--- src/rtl/decode_pkg.sv ---
// Shared opcode constants, decoded-bundle type and pure decode helpers
// for the decode_queue block.
package decode_pkg;

  typedef enum logic [1:0] {
    FMT_R = 2'd0,
    FMT_I = 2'd1,
    FMT_J = 2'd2
  } fmt_t;

  localparam logic [5:0] OP_RTYPE = 6'h00;
  localparam logic [5:0] OP_J     = 6'h02;
  localparam logic [5:0] OP_JAL   = 6'h03;
  localparam logic [5:0] OP_ANDI  = 6'h0C;
  localparam logic [5:0] OP_ORI   = 6'h0D;
  localparam logic [5:0] OP_XORI  = 6'h0E;
  localparam logic [5:0] OP_LUI   = 6'h0F;
  localparam logic [5:0] OP_LB    = 6'h20;
  localparam logic [5:0] OP_LH    = 6'h21;
  localparam logic [5:0] OP_LW    = 6'h23;
  localparam logic [5:0] OP_LBU   = 6'h24;
  localparam logic [5:0] OP_LHU   = 6'h25;
  localparam logic [5:0] OP_SB    = 6'h28;
  localparam logic [5:0] OP_SH    = 6'h29;
  localparam logic [5:0] OP_SW    = 6'h2B;

  // imm holds the 32-bit form; bit 31 is the sign for wider XLEN.
  typedef struct packed {
    logic [5:0]  opcode;
    logic [4:0]  rs;
    logic [4:0]  rt;
    logic [4:0]  rd;
    logic [4:0]  shamt;
    logic [5:0]  funct;
    logic [25:0] addr;
    logic [31:0] imm;
    fmt_t        fmt;
    logic        illegal;
  } dec_t;

  function automatic logic is_legal(input logic [5:0] op);
    return op inside {OP_RTYPE, [OP_J:OP_LUI], OP_LB, OP_LH,
                      OP_LW, OP_LBU, OP_LHU, OP_SB, OP_SH, OP_SW};
  endfunction

  function automatic fmt_t fmt_of(input logic [5:0] op);
    if (op == OP_RTYPE) return FMT_R;
    if (op == OP_J || op == OP_JAL) return FMT_J;
    return FMT_I;
  endfunction

  function automatic logic [31:0] ext_imm(
    input logic [5:0]  op,
    input logic [15:0] imm16
  );
    if (op == OP_ANDI || op == OP_ORI || op == OP_XORI)
      return {16'h0000, imm16};
    if (op == OP_LUI)
      return {imm16, 16'h0000};
    return {{16{imm16[15]}}, imm16};
  endfunction

  function automatic dec_t decode(input logic [31:0] insn);
    dec_t d;
    d.opcode  = insn[31:26];
    d.rs      = insn[25:21];
    d.rt      = insn[20:16];
    d.rd      = insn[15:11];
    d.shamt   = insn[10:6];
    d.funct   = insn[5:0];
    d.addr    = insn[25:0];
    d.imm     = ext_imm(insn[31:26], insn[15:0]);
    d.fmt     = fmt_of(insn[31:26]);
    d.illegal = !is_legal(insn[31:26]);
    return d;
  endfunction

endpackage

--- src/rtl/decode_queue_fifo.sv ---
// Instruction FIFO: storage, wrapping pointers and occupancy count,
// with a synchronous flush that overrides push and pop.
module insn_fifo
  import decode_pkg::*;
#(
  parameter int WIDTH = 32,
  parameter int DEPTH = 4
) (
  input  logic             clk,
  input  logic             rst_n,
  input  logic             flush,
  input  logic             push,
  input  logic [WIDTH-1:0] wr_data,
  input  logic             pop,
  output logic [WIDTH-1:0] rd_data,
  output logic             not_full,
  output logic             not_empty
);

  localparam int AW = $clog2(DEPTH);
  localparam int CW = $clog2(DEPTH + 1);

  logic [WIDTH-1:0] mem_q [DEPTH];
  logic [AW-1:0]    wr_ptr_q, wr_ptr_d;
  logic [AW-1:0]    rd_ptr_q, rd_ptr_d;
  logic [CW-1:0]    count_q, count_d;
  logic             do_push, do_pop;

  assign not_full  = (count_q != CW'(DEPTH));
  assign not_empty = (count_q != '0);
  assign rd_data   = mem_q[rd_ptr_q];
  assign do_push   = push && not_full && !flush;
  assign do_pop    = pop && not_empty && !flush;

  // Pointers are AW bits wide, so DEPTH being a power of two wraps them.
  always_comb begin
    wr_ptr_d = wr_ptr_q;
    rd_ptr_d = rd_ptr_q;
    count_d  = count_q;
    if (flush) begin
      wr_ptr_d = '0;
      rd_ptr_d = '0;
      count_d  = '0;
    end else begin
      if (do_push) wr_ptr_d = wr_ptr_q + 1'b1;
      if (do_pop)  rd_ptr_d = rd_ptr_q + 1'b1;
      unique case ({do_push, do_pop})
        2'b10:   count_d = count_q + 1'b1;
        2'b01:   count_d = count_q - 1'b1;
        default: count_d = count_q;
      endcase
    end
  end

  always_ff @(posedge clk or negedge rst_n) begin
    if (!rst_n) begin
      wr_ptr_q <= '0;
      rd_ptr_q <= '0;
      count_q  <= '0;
    end else begin
      wr_ptr_q <= wr_ptr_d;
      rd_ptr_q <= rd_ptr_d;
      count_q  <= count_d;
    end
  end

  always_ff @(posedge clk) begin
    if (do_push) mem_q[wr_ptr_q] <= wr_data;
  end

endmodule

--- src/rtl/decode_queue.sv ---
// Queued MIPS decoder: FIFO in front of a registered decode stage.
// Define DECODE_STATS_EN to add dequeue and illegal-dequeue counters.
module decode_queue
  import decode_pkg::*;
#(
  parameter int XLEN  = 32,
  parameter int DEPTH = 4
) (
  input  logic            clk,
  input  logic            rst_n,
  input  logic            flush,
  input  logic            in_valid,
  output logic            in_ready,
  input  logic [31:0]     in_insn,
  output logic            out_valid,
  input  logic            out_ready,
  output logic [5:0]      out_opcode,
  output logic [4:0]      out_rs,
  output logic [4:0]      out_rt,
  output logic [4:0]      out_rd,
  output logic [4:0]      out_shamt,
  output logic [5:0]      out_funct,
  output logic [25:0]     out_addr,
  output logic [XLEN-1:0] out_imm,
  output logic [1:0]      out_fmt,
  output logic            out_illegal
`ifdef DECODE_STATS_EN
  ,
  output logic [31:0]     stat_insn_cnt,
  output logic [31:0]     stat_illegal_cnt
`endif
);

  logic [31:0] head;
  logic        head_valid;
  logic        load;
  logic        deq;
  logic        valid_q, valid_d;
  dec_t        dec_q, dec_d;

  insn_fifo #(
    .WIDTH (32),
    .DEPTH (DEPTH)
  ) u_fifo (
    .clk       (clk),
    .rst_n     (rst_n),
    .flush     (flush),
    .push      (in_valid),
    .wr_data   (in_insn),
    .pop       (load),
    .rd_data   (head),
    .not_full  (in_ready),
    .not_empty (head_valid)
  );

  assign load = head_valid && (!valid_q || out_ready);
  assign deq  = valid_q && out_ready && !flush;

  always_comb begin
    valid_d = valid_q;
    dec_d   = dec_q;
    if (flush) begin
      valid_d = 1'b0;
    end else if (load) begin
      valid_d = 1'b1;
      dec_d   = decode(head);
    end else if (out_ready) begin
      valid_d = 1'b0;
    end
  end

  always_ff @(posedge clk or negedge rst_n) begin
    if (!rst_n) begin
      valid_q <= 1'b0;
      dec_q   <= '0;
    end else begin
      valid_q <= valid_d;
      dec_q   <= dec_d;
    end
  end

  assign out_valid   = valid_q;
  assign out_opcode  = dec_q.opcode;
  assign out_rs      = dec_q.rs;
  assign out_rt      = dec_q.rt;
  assign out_rd      = dec_q.rd;
  assign out_shamt   = dec_q.shamt;
  assign out_funct   = dec_q.funct;
  assign out_addr    = dec_q.addr;
  assign out_imm     = XLEN'($signed(dec_q.imm));
  assign out_fmt     = dec_q.fmt;
  assign out_illegal = dec_q.illegal;

`ifdef DECODE_STATS_EN
  logic [31:0] insn_cnt_q, insn_cnt_d;
  logic [31:0] ill_cnt_q, ill_cnt_d;

  // Flush is not a consume, and it never clears the counters.
  always_comb begin
    insn_cnt_d = insn_cnt_q;
    ill_cnt_d  = ill_cnt_q;
    if (deq) begin
      insn_cnt_d = insn_cnt_q + 32'd1;
      if (dec_q.illegal) ill_cnt_d = ill_cnt_q + 32'd1;
    end
  end

  always_ff @(posedge clk or negedge rst_n) begin
    if (!rst_n) begin
      insn_cnt_q <= '0;
      ill_cnt_q  <= '0;
    end else begin
      insn_cnt_q <= insn_cnt_d;
      ill_cnt_q  <= ill_cnt_d;
    end
  end

  assign stat_insn_cnt    = insn_cnt_q;
  assign stat_illegal_cnt = ill_cnt_q;
`else
  logic unused_deq;
  assign unused_deq = deq;
`endif

endmodule

--- config.mk ---
export PLATFORM = sky130hd
export DESIGN_NAME = decode_queue
export DESIGN_NICKNAME = d
export VERILOG_FILES = /design/src/rtl/decode_pkg.sv /design/src/rtl/decode_queue_fifo.sv /design/src/rtl/decode_queue.sv
export SDC_FILE = /design/constraint.sdc
export NUM_CORES = 1
export LEC_CHECK = 0
export BUFFER_PORTS_ARGS = -buffer_cell sky130_fd_sc_hd__clkbuf_2
export CORE_ASPECT_RATIO = 1.25
export CORE_UTILIZATION = 55
export DETAILED_ROUTE_END_ITERATION = 8
export PLACE_DENSITY = 0.78
export SLEW_MARGIN = 20
export SYNTH_ARGS = -nofsm -noshare
export SYNTH_HDL_FRONTEND = slang
export SYNTH_SLANG_ARGS = --single-unit
export TNS_END_PERCENT = 20
--- constraint.sdc ---
create_clock -name clk -period 3.7 [get_ports clk]
set_clock_uncertainty 0.1 [all_clocks]
set_input_delay 0.37 -clock clk [delete_from_list [all_inputs] [get_ports clk]]
set_output_delay 0.37 -clock clk [all_outputs]
set_load 0.05 [all_outputs]
[After elaboration in Yosys (flattened, before gate mapping)]
Memory sizes are Yosys's and may differ from the RTL's.
Cells that the tools add are included.
Operators by class
  $add $sub $neg: 4
  magnitude comparators: 2
  equal/unequal tests: 17
  mux-type cells: 33
  bitwise logic cells: 1
  reductions and logical operators: 21
Operators by type and width (number)
  32-bit 2-to-1 mux: 4
  6-bit equality test (second input constant): 8
  6-bit by 4-bit equality test with 1-bit output (second input constant): 4
  1-bit 2-to-1 mux: 19
  2-bit 2-to-1 mux: 8
  6-bit by 2-bit equality test with 1-bit output (second input constant): 2
  10-bit nonzero test: 1
  3-bit nonzero test: 3
  6-bit by 2-bit greater-or-equal comparator with 1-bit output (second input constant): 1
  6-bit by 4-bit <= comparator with 1-bit output (second input constant): 1
  1-bit logical AND: 6
  6-bit zero test: 1
  3-bit one-hot mux with 2 select lines: 1
  2-bit by 1-bit adder with 2-bit output (second input constant): 2
  1-bit logical OR: 4
  2-bit nonzero test: 2
  3-bit by 1-bit adder with 3-bit output (second input constant): 1
  1-bit zero test: 3
  3-bit 2-to-1 mux: 1
  3-bit != test (second input constant): 1
  3-bit by 1-bit subtractor with 3-bit output (second input constant): 1
  2-bit by 1-bit equality test with 1-bit output (second input constant): 1
  2-bit equality test (second input constant): 1
  2-bit AND reduction: 1
  1-bit NOT: 1
Storage, ports and cells
  bits in registers: 101
  RAM bits: 128
  input bits: 37
  output and inout bits: 95
  memories: 1
Memory list
  u_fifo.mem_q: depth 4, width 32, rd ports 1, clocked after Yosys merged registers in 0, write ports 1, line decode_queue_fifo.sv:23  | logic [WIDTH-1:0] mem_q [DEPTH];

[Longest topological paths before layout]
An unclocked memory read counts as a cell.
  word-level depth: 12
  mapped depth: 11

[Modules after synthesis]
From an unflattened synthesis, not the netlist that was laid out.
Unflattened totals
  cells, all modules: 540
  area total of the unflattened synthesis: 7991.4 µm²
Modules (own cells, without submodules)
  insn_fifo: times used 1, cells an instance 230, area an instance 5143.7 µm², sequential area each 4018.9 µm²
  decode_queue: times used 1, cells an instance 310, area an instance 2847.7 µm², sequential area each 1701.6 µm²

[Worst setup path after synthesis]
Ideal clock, no wire load.
  path kind: register -> register
  start point: reg valid_q, in the netlist out_valid
  end point: reg u_fifo.count_q[2]
  setup time: 132 ps
  arrival time: 2666 ps
  data required time: 3468 ps
  slack: 802 ps
  cell stages (with the launch flop): 12
  period minus slack after synthesis: 2898 ps
  cells stage by stage: dfrtp_1 -> nor2b_1 -> or3_1 -> clkbuf_1 -> buf_2 -> buf_1 -> a21oi_1 -> fa_1 -> a2111o_1 -> nand2_1 -> xnor2_1 -> nor2_1
On the way
  cells in the longest elaborated chain, start to end: 8
  elaborated cells between the ends (all ways): 10
  those cells by class: 2 x eq/ne; 2 x mux; 6 x reduce/logical
Ends and longest elaborated chain
  start, declared: line decode_queue.sv:38  | logic valid_q, valid_d;
  start signal, assigned: line decode_queue.sv:77  | valid_q <= valid_d;
  1-bit zero test (*): line decode_queue.sv:56  | assign load = head_valid && (!valid_q || out_ready);
  1-bit logical OR (*): line decode_queue.sv:56
  1-bit logical AND (*): line decode_queue.sv:56
  1-bit logical AND (*) (2 in series): line decode_queue_fifo.sv:33  | assign do_pop = pop && not_empty && !flush;
  2-bit by 1-bit equality test with 1-bit output or 2-bit equality test (tied branches): line decode_queue_fifo.sv:47  | unique case ({do_push, do_pop})
  3-bit one-hot mux with 2 select lines: line decode_queue_fifo.sv:47
  3-bit 2-to-1 mux: line decode_queue_fifo.sv:40  | if (flush) begin
  end signal, assigned: line decode_queue_fifo.sv:63  | count_q <= count_d;
  end, declared: line decode_queue_fifo.sv:26  | logic [CW-1:0] count_q, count_d;
Mark *: on every way between the ends. The rest lies on a longest branch, timed or not.
A chain may end at the register's enable or synchronous reset.

[Final worst setup path]
  start point: reg u_fifo.rd_ptr_q[0]
  end point: reg dec_q, in the netlist out_imm[5]
On the way
  cells in the longest elaborated chain, start to end: 8
  elaborated cells between the ends (all ways): 18
  those cells by class: 4 x eq/ne; 11 x mux; 2 x reduce/logical; 1 x memory
Ends and longest elaborated chain
  start, declared: line decode_queue_fifo.sv:25  | logic [AW-1:0] rd_ptr_q, rd_ptr_d;
  start signal, assigned: line decode_queue_fifo.sv:62  | rd_ptr_q <= rd_ptr_d;
  memory read 4 x 32 bit (*)
  6-bit by 4-bit equality test with 1-bit output, on equally long branches: line decode_pkg.sv:58, decode_pkg.sv:56
  1-bit 2-to-1 mux or 1-bit logical OR (tied branches) (2 in series): line decode_pkg.sv:58, decode_pkg.sv:56
  1-bit 2-to-1 mux, on equally long branches: line decode_queue.sv:64, decode_pkg.sv:56
  1-bit 2-to-1 mux, on equally long branches: line decode_queue.sv:62, decode_queue.sv:64
  32-bit 2-to-1 mux or 1-bit 2-to-1 mux (tied branches): line decode_pkg.sv:60, decode_queue.sv:62
  32-bit 2-to-1 mux (*): line decode_pkg.sv:58  | if (op == OP_LUI)
  end signal, assigned: line decode_queue.sv:75  | dec_q <= '0;
  end signal, assigned: line decode_queue.sv:78  | dec_q <= dec_d;
  end, declared: line decode_queue.sv:39  | dec_t dec_q, dec_d;
Mark *: on every way between the ends. The rest lies on a longest branch, timed or not. The select of a mux whose other input is x is not followed.

==> impl_metrics.tcl <==
set metrics [dict create \
    status "completed" \
    cts.sinks 203 \
    synth_cell_types 38 \
    yosys.area_share.simple_pct 6.46 \
    clk_path_buf_depth 3 \
    hold_class "in -> reg" \
    drc 0 \
    switching_share_pct 42.4 \
    post_cts_buffers 0 \
    die_w_um 109 \
    yosys.area_share.xor_xnor_pct 0.665 \
    synthArstFlopShare_pct 36.9 \
    clk_latency_ns 0.47 \
    via_per_inst 5.69 \
    register_area_mm2 0.00572 \
    cp.arrival_ns 2.91 \
    track_usage_pct 21.1 \
    grt_pass1_vias 4372 \
    cp_slowest_cell "mux4_2" \
    synth_top_area_share_pct 48.6 \
    cp_num_cells 4 \
    crit_family "simple AND/OR/NAND/NOR gates" \
    worstSetupEndpoint "out_imm[5]" \
    core-area_mm2 0.0139 \
    yosys-mux-area-fraction_pct 9.24 \
    io_pins 132 \
    start_util_pct 56.7 \
    grt_first_pass_wirelength_um 23400 \
    die_y_um 136 \
    timing.final.crit_period_ns 2.66 \
    hold_viol 0 \
    p_per_area_mw_per_mm2 945 \
    syn-cell-area_mm2 0.00790 \
    crit_path_start "u_fifo.rd_ptr_q[0]" \
    cts_made_buffers 19 \
    hpwl_um 9430 \
    seq_power_share_pct 36.8 \
    synth_top_family_by_area "multiplexers" \
    fin_nets 615 \
    ant_nets 0 \
    critical_path.cell_chain "mux4_2 -> nor2_4 -> nand4_1 -> a22o_1" \
    path_clk_slew_ns 0.07 \
    routed_wl_um 15200 \
    grt_overflow 0 \
    port_buffers 131 \
    setup_viol 0 \
    r2r-start "u_fifo.rd_ptr_q[0]" \
    antenna_found_initial 0 \
    slew_viol_final 0 \
    grtUsageMet3_pct 3.84 \
    synth_flop_cell "edfxtp_1" \
    layout-drive-gt1-share_pct 35.7 \
    cp.required_ns 3.95 \
    avgSynthCellArea_um2 17.1 \
    area_growth_pct 16.1 \
    synth_edf_count 128 \
    max-slew-margin-rel_pct 38.4 \
    p_clk_share_pct 22.3 \
    seq_area_frac_synth_pct 72.4 \
    internal_power_w 0.00500 \
    layout_common_cells "clkbuf_2, edfxtp_1, dfrtp_1, nand2_1, mux4_2" \
    p_leak_nw 3.79 \
    fmax_mhz 376 \
    p_sw_w 0.00367 \
    path_buf_inv 0 \
    max_stage_delay_ns 0.63 \
    period_share_pct 71.9 \
    synth_fa_ha_area_share_pct 0.886 \
    reg2reg_depth 4 \
    antenna_cells 0 \
    drt_first_pass_iters 5 \
    final_common_cell "clkbuf_2" \
    yosys.area.top_type "edfxtp_1" \
    routabilityCongestion 0.726 \
    avgRoutedWirePerCell_um 20.0 \
    cp-end-kind "register" \
    synth_compound_area_share_pct 5.98 \
    cts_tree "yes" \
    finalSetupTns_ns 0 \
    grt-busiest-layer "met2" \
    worstPathMaxFanout 15 \
    synthTopCellsByArea "edfxtp_1, dfrtp_1, mux4_2" \
    syn_inst 463 \
    peakVddDrop_mv 0.828 \
    crit_type "reg -> reg" \
    holdWs_ns 0.0204 \
    root_buffer "clkbuf_16" \
    rsz0062_at_grt "no" \
    startpoint_type "register" \
    die-area_mm2 0.0149 \
    h-tree-depth 1 \
    use_met2_pct 35.5 \
    combPwrFrac_pct 40.9 \
    ys_seq_elements 203 \
    num_vias 4326 \
    grt_max_degree 76 \
    r2r_end "out_imm[5]" \
    rrSetupSlack_ns 1.04 \
    worstMarginPinSlew_ns 0.919 \
    first_iter_violations 324 \
    drv_cap 0 \
    multi_input_area_mm2 0.00185 \
    syn-num-nets 505 \
    num_rows 48 \
    fill_cells 951 \
    groute.layer.met1.usage_pct 27.3 \
    yosysWarnings 0 \
]
-- cells in the mapped netlist (2+ instances only) --
cell / count
edfxtp_1: 128
dfrtp_1: 75
nand2_1: 60
mux4_2: 32
buf_4: 27
and2_1: 19
a22o_1: 16
a21o_1: 15
a221o_1: 15
nor2_1: 10
clkbuf_1: 8
buf_2: 7
buf_6: 5
xnor2_1: 5
a21oi_1: 4
ha_1: 4
buf_1: 3
inv_1: 3
nor3_1: 3
nand3_1: 2
nand4_1: 2
nor2b_1: 2
nor2b_4: 2
o21ai_1: 2
-- worst register-to-register path, stage by stage (launching register included) --
cell     delay (ns)
dfrtp_2        0.62
mux4_2         0.63
nor2_4         0.17
nand4_1        0.59
a22o_1         0.42
-- state kept, by name (all words and copies together), names as in the netlist --
signal           count
out_funct            5
u_fifo.count_q       3
out_illegal          1
out_shamt            4
out_opcode           6
u_fifo.rd_ptr_q      2
u_fifo.wr_ptr_q      2
out_rd               4
out_rt               4
out_rs               5
out_imm             32
out_addr             4
u_fifo.mem_q       128
out_valid            1
out_fmt              2
-- final cells by class --
class,count,share of cell area (%)
Sequential cell,203,62.4
Multi-Input combinational cell,207,20.1
Timing Repair Buffer,139,8.13
Clock buffer,29,6.36
Tap cell,175,2.39
Clock inverter,4,0.491
Inverter,3,0.123
-- worst min-delay path by stage --
stage / start / end / slack (ns) / depth (start not counted)
after CTS: in_insn[31] / u_fifo.mem_q[3][31] / 0.0003 / 1
after global routing: in_insn[1] / u_fifo.mem_q[1][1] / 0.002 / 1
after detailed placement: out_opcode[3] / out_opcode[3] / 0.36 / 2
after global placement: out_fmt[1] / out_fmt[1] / 0.36 / 2
final: in_insn[13] / u_fifo.mem_q[0][13] / 0.02 / 1
after floorplan: rst_n / out_addr[10] / -0.03 / 0
-- power by group through the flow --
stage | clock (W) | combinational (W) | sequential, W
finish | 0.00193 | 0.00355 | 0.00319
global route | 0.00206 | 0.00377 | 0.00325
CTS | 0.00198 | 0.00357 | 0.00319
detailed placement | 0 | 0.00355 | 0.00323
global placement | 0 | 0.00350 | 0.00320
floorplan | 0 | 0.00181 | 0.00435
-- metrics by stage --
step	power (W)	instances	setup slack, ns	instance area (um2)	utilization [%]
after floorplan	0.00616	463	0.802	7900	-
after global placement	0.00669	723	1.10	8490	60.9
after detailed placement	0.00678	723	1.04	8490	60.9
after CTS	0.00874	757	1.03	9130	65.5
after global routing	0.00907	760	0.906	9170	65.8
final	0.00867	760	1.04	9170	65.8
-- kinds of logic after synthesis --
kind of cell,after synthesis
AOI/OAI and AO/OA,57
adders and majority gates,5
and+or+nand+nor,106
muxes,33
DFF,203
buffers and inverters,53
xor gates and xnor gates,6
-- per-layer routing --
| layer | share of wire (%) | vias to the layer above |
|---|---|---|
| li1 | - | 1935 |
| met1 | 41 | 2195 |
| met2 | 51 | 161 |
| met3 | 5.7 | 35 |
| met4 | 2.6 | 0 |
| met5 | 0 | - |
-- repair_timing --
item | 4_1_cts | 5_1_grt
resized for setup | 0 | 0
hold buffers | 1 | 2
endpoints found under the hold margin | 4 | 7
Power figures use the tool's default switching activity.
